`src/rtl/shift_reg_sequencer.sv`:
```
// shift_reg_sequencer
// Command-driven controller for a WIDTH-bit PIPO register: parallel load plus
// counted shift-left / shift-right / rotate, one shift per clock.
//
// Optional feature macro: SEQ_ROTATE_EN
//   defined   : op 11 rotates left cnt times, err never asserts
//   undefined : op 11 is accepted but does nothing; done and err pulse together
//
// Ports
//   clk, rst_n      clock, asynchronous active-low reset
//   cmd_valid/ready command handshake (ready only in IDLE)
//   cmd_op          00 LOAD, 01 SHL, 10 SHR, 11 ROT
//   cmd_cnt         shift count (ignored for LOAD)
//   cmd_data        parallel load value (ignored for shifts)
//   ser_in          serial fill bit for SHL/SHR
//   q               register contents
//   ser_out         last bit shifted out
//   busy            not IDLE
//   done            one-cycle completion pulse
//   err             one-cycle pulse with done on an unsupported op
module shift_reg_sequencer #(
  parameter int unsigned WIDTH = 4,
  parameter int unsigned CNT_W = 3
) (
  input  logic             clk,
  input  logic             rst_n,
  input  logic             cmd_valid,
  output logic             cmd_ready,
  input  logic [1:0]       cmd_op,
  input  logic [CNT_W-1:0] cmd_cnt,
  input  logic [WIDTH-1:0] cmd_data,
  input  logic             ser_in,
  output logic [WIDTH-1:0] q,
  output logic             ser_out,
  output logic             busy,
  output logic             done,
  output logic             err
);

  localparam logic [1:0] OP_LOAD = 2'b00;
  localparam logic [1:0] OP_SHL  = 2'b01;
  localparam logic [1:0] OP_SHR  = 2'b10;
  localparam logic [1:0] OP_ROT  = 2'b11;

  typedef enum logic [1:0] {
    S_IDLE = 2'b00,
    S_EXEC = 2'b01,
    S_DONE = 2'b10
  } state_e;

  state_e           state, state_d;
  logic [1:0]       op_r, op_d;
  logic [CNT_W-1:0] rem, rem_d;
  logic [WIDTH-1:0] q_d;
  logic             ser_out_d, busy_d, done_d, err_d, ready_d;
  logic             accept_c;
  logic             unsupported_c;

  assign accept_c = cmd_valid & cmd_ready;

  // Ops that are accepted but complete immediately with err
`ifdef SEQ_ROTATE_EN
  assign unsupported_c = 1'b0;
`else
  assign unsupported_c = (cmd_op == OP_ROT);
`endif

  // State register
  always_ff @(posedge clk or negedge rst_n) begin
    if (!rst_n) state <= S_IDLE;
    else        state <= state_d;
  end

  // Next-state logic
  always_comb begin
    state_d = state;
    case (state)
      S_IDLE: begin
        if (accept_c) begin
          if (cmd_op == OP_LOAD || cmd_cnt == '0 || unsupported_c) state_d = S_DONE;
          else                                                      state_d = S_EXEC;
        end
      end
      S_EXEC:  if (rem == CNT_W'(1)) state_d = S_DONE;
      S_DONE:  state_d = S_IDLE;
      default: state_d = S_IDLE;
    endcase
  end

  // Next values for the registered datapath and status outputs
  always_comb begin
    q_d       = q;
    ser_out_d = ser_out;
    op_d      = op_r;
    rem_d     = rem;
    err_d     = 1'b0;
    done_d    = (state_d == S_DONE);
    busy_d    = (state_d != S_IDLE);
    ready_d   = (state_d == S_IDLE);
    case (state)
      S_IDLE: begin
        if (accept_c) begin
          op_d  = cmd_op;
          rem_d = cmd_cnt;
          err_d = unsupported_c;
          if (cmd_op == OP_LOAD) q_d = cmd_data;
        end
      end
      S_EXEC: begin
        rem_d = rem - CNT_W'(1);
        case (op_r)
          OP_SHL: begin
            q_d       = {q[WIDTH-2:0], ser_in};
            ser_out_d = q[WIDTH-1];
          end
          OP_SHR: begin
            q_d       = {ser_in, q[WIDTH-1:1]};
            ser_out_d = q[0];
          end
`ifdef SEQ_ROTATE_EN
          OP_ROT: begin
            q_d       = {q[WIDTH-2:0], q[WIDTH-1]};
            ser_out_d = q[WIDTH-1];
          end
`endif
          default: begin
            q_d       = q;
            ser_out_d = ser_out;
          end
        endcase
      end
      default: begin
        q_d = q;
      end
    endcase
  end

  // Output and datapath registers
  always_ff @(posedge clk or negedge rst_n) begin
    if (!rst_n) begin
      q         <= '0;
      ser_out   <= 1'b0;
      op_r      <= OP_LOAD;
      rem       <= '0;
      busy      <= 1'b0;
      done      <= 1'b0;
      err       <= 1'b0;
      cmd_ready <= 1'b1;
    end else begin
      q         <= q_d;
      ser_out   <= ser_out_d;
      op_r      <= op_d;
      rem       <= rem_d;
      busy      <= busy_d;
      done      <= done_d;
      err       <= err_d;
      cmd_ready <= ready_d;
    end
  end

endmodule

```
`config.mk`:
```
export PLATFORM = sky130hd
export DESIGN_NAME = shift_reg_sequencer
export DESIGN_NICKNAME = d
export VERILOG_FILES = /design/src/rtl/shift_reg_sequencer.sv
export SDC_FILE = /design/constraint.sdc
export NUM_CORES = 1
export LEC_CHECK = 0
export ABC_AREA = 1
export CAP_MARGIN = 20
export CELL_PAD_IN_SITES_DETAIL_PLACEMENT = 0
export CELL_PAD_IN_SITES_GLOBAL_PLACEMENT = 1
export CORE_AREA = 5 5 56 68
export DETAILED_ROUTE_END_ITERATION = 7
export DIE_AREA = 0 0 61 73
export HOLD_SLACK_MARGIN = 0.02
export PLACE_DENSITY = 0.69
export RECOVER_POWER = 25
export SLEW_MARGIN = 20
export SYNTH_ARGS = -nofsm -noshare
export SYNTH_HDL_FRONTEND = slang
export SYNTH_SLANG_ARGS = --single-unit
export TNS_END_PERCENT = 100
```
`constraint.sdc`:
```
create_clock -name clk -period 1.3 [get_ports clk]
set_clock_uncertainty 0.15 [all_clocks]
set_input_delay 0.13 -clock clk [delete_from_list [all_inputs] [get_ports clk]]
set_output_delay 0.13 -clock clk [all_outputs]
set_load 0.005 [all_outputs]
```
==> reports/metrics.cfg <==
[timing]
report.final.hold_viol_count=0
unrepaired_setup_endpoints_after_global_routing=true
min_period_over_period_pct=103
final-setup-viol-count=4
max_freq_mhz=748
setup_ws_ns=-0.0365
slew_violations=0
tightestPinTransition_ns=0.417
worst_slew_margin_rel_pct=72.2
period_minus_slack_ns=1.34

[power]
pwr_density_cell_nw_per_um2=2270
max-vdd-ir-drop_mv=0.932
p_leak_nw=0.722

[drt]
wire_per_inst_um=11.3
final_ant_viol_nets=0
vias_per_cell=4.36
drt_drc_violations_left=0
dr.first_iter.drc_count=20
number_of_detailed_routing_iterations_run_before_antenna_repair=3
drt_wl_total_um=2260
vias=871

[worst_setup_path]
worst_setup_path_start_kind=flop
cp_max_fo=6
cpMaxStageDelayCell=dfrtp_1
timing.critical_path.mode_cell=nand2_1
worstPathRequired_ns=1.34
timing.critical_path.cells=inv_2, nand2_4, buf_4, nor2_1, nand2_1, nand2_1, nand2_1, nand2_1
critical_path_arrival_ns=1.38
setup.worst_path.class=flop to flop
critPathCaptureType=flop
critical-path-max-stage-delay_ns=0.44

[cts]
tritoncts.num_buffers=3
cts.reportedPaths.clkPinSlew_ns=0.07
clkSinkCount=16
clock_tree.root_cell=clkbuf_8
cts_tree=yes
cts.hold.buffers_added=0
clk_path_buf_depth=2
clk_latency_ns=0.25
clock_tree.htree_level_count=1

[logic_synthesis]
netlist-cell-type-count=16
yosysWarnings=0
synth-simple-area-share_pct=31.9
avgSynthCellArea_um2=7.33
synth.cell_area_um2=872
post_synth_inst_count=119
post_synth_fa_ha_maj_area_fraction_pct=5.74
synth-compound-area-share_pct=8.46
ys_seq_elements=16
syn_nets=136
seq_area_frac_synth_pct=46.1
largest_family_of_logic_cells_by_synthesized_area=simple AND/OR/NAND/NOR gates
synthXorXnorAreaFrac_pct=0
synth.mux.area_fraction_pct=0

[flow_run]
max_cap_violations=0

[global_route]
global_route.overflow_total=0
pin_count_of_the_biggest_net_entering_global_routing=17
grt_pass1_wl_um=3710
initial_antenna_violation_count=0
globalRouteTotalUtil_pct=11.0
grt_pass1_vias=898

[place]
place_hpwl_um=1650
buffers_added_on_ports=21
dpl.cell_count=186
gp_routability_congestion=0.814

[floorplanning]
die_h_um=73
std_cell_rows=23
floorplan_core_area_um2=3170
floorplan.die_area_um2=4450
die-width_um=61
initial_core_util_pct=27.5
pin_count=22

[outcome]
failed_checks=negative setup slack
result_of_the_run=complete, but fails checks

[final_layout]
most_common_cell_after_layout_fill_and_taps_aside=nand2_1
post_route_cells_drive_above_1_share_pct=31.9
final_util_pct=43.7
post_layout_nets=181
count_of_antenna_diodes_in_the_layout=0
area.growth.synth_to_final_pct=58.7
num-fill-cells=343
fin_cells=200
most-common-layout-cells=45 x nand2_1, 18 x buf_4, 15 x dfrtp_1, 11 x clkdlybuf4s50_1, 9 x inv_1

[min_path]
hp-class=input pin to asynchronous set/reset pin

-- registers in the layout (all words and copies together), names as in the netlist --
signal,flops
op_r,2
q,4
rem,3
busy,1
ser_out,1
state,2
done,1
err,1
cmd_ready,1
-- layout make-up --
| cell class | instances | area [µm²] | share of cell area [%] |
|---|---|---|---|
| Clock buffer | 4 | 55.1 | 3.98 |
| Sequential cell | 16 | 402 | 29.0 |
| Inverter | 15 | 56.3 | 4.07 |
| Tap cell | 37 | 46.3 | 3.35 |
| Timing Repair Buffer | 42 | 358 | 25.9 |
| Multi-Input combinational cell | 86 | 467 | 33.7 |
-- synth_stat cells --
master	n	area (µm²)
o21ai_2	1	8.76
nand3_1	4	20.0
buf_4	1	7.51
inv_2	2	7.51
dfstp_2	1	26.3
buf_2	1	5.00
inv_1	13	48.8
nand2_2	1	6.26
nand2_1	52	195
o211ai_1	2	15.0
ha_1	4	50.1
o21ai_0	10	50.1
nand3_2	1	10.0
dfrtp_1	15	375
nor2_1	9	33.8
nor2_2	2	12.5
-- worst paths after layout --
path | endpoint | start | slack (ns) | cells past startpoint
setup / recovery | q[0]$_DFFE_PN0P_ | state[1]$_DFF_PN0_ | -0.04 | 8
hold / removal | q[0]$_DFFE_PN0P_ | rst_n | 0.19 | 2
setup reg to reg | q[0]$_DFFE_PN0P_ | state[1]$_DFF_PN0_ | -0.04 | 8
hold reg to reg | ser_out$_DFFE_PN0P_ | ser_out$_DFFE_PN0P_ | 0.35 | 2
max in group asynchronous | cmd_ready$_DFF_PN1_ | rst_n | 0.48 | 2
min in group clk | err$_DFF_PN0_ | cmd_op[0] | 0.33 | 3
-- report_power, final --
group          leakage [nW]  internal (mW)  switching [mW]
clock                0.0288          0.268           0.172
combinational         0.492          0.905           0.916
sequential            0.201          0.727           0.150
total                 0.722           1.90            1.24
-- per-stage QoR --
| stage | power (mW) | setup slack (ns) | hold WS (ns) | instance area, µm² | TNS (ns) |
|---|---|---|---|---|---|
| CTS | 3.02 | -0.0394 | 0.0685 | 1340 | -0.124 |
| finish | 3.14 | -0.0365 | 0.191 | 1380 | -0.104 |
| global route | 3.45 | -0.149 | 0.254 | 1380 | -0.542 |
| detailed placement | 2.32 | -0.163 | 0.329 | 1200 | -1.01 |
| global placement | 2.30 | -0.153 | 0.326 | 1200 | -0.942 |
| floorplan | 1.68 | 0.00831 | -0.316 | 878 | 0 |
-- per-layer routing --
layer / global-route usage [%] / vias up / share of wire (%)
met2: 20.3 / 15 / 55
met5: 0 / - / 0
met3: 1.06 / 4 / 3.8
met4: 5.06 / 0 / 1.9
met1: 12.2 / 397 / 40
li1: - / 455 / -
-- cell families (layout without fill, tap and decap cells) --
kind of cell / Yosys count / count (layout)
flops: 16 / 16
simple gates: 69 / 69
buf+inv: 17 / 61
compound gates: 13 / 13
fa+ha+maj: 4 / 4
-- critical path: cells and delay by family (launching register included) --
kind          cells  cell delay, ns
flops             1            0.44
buf+inv           2            0.29
simple gates      6            0.40
-- what timing repair did --
item,in CTS,in global routing
endpoints found under the hold margin,0,0
cloned,1,0
buffers inserted,6,3
endpoints found under the setup margin,14,15
gates resized for setup,27,17
pin swaps,10,7
(Power assumes the default switching activity.)
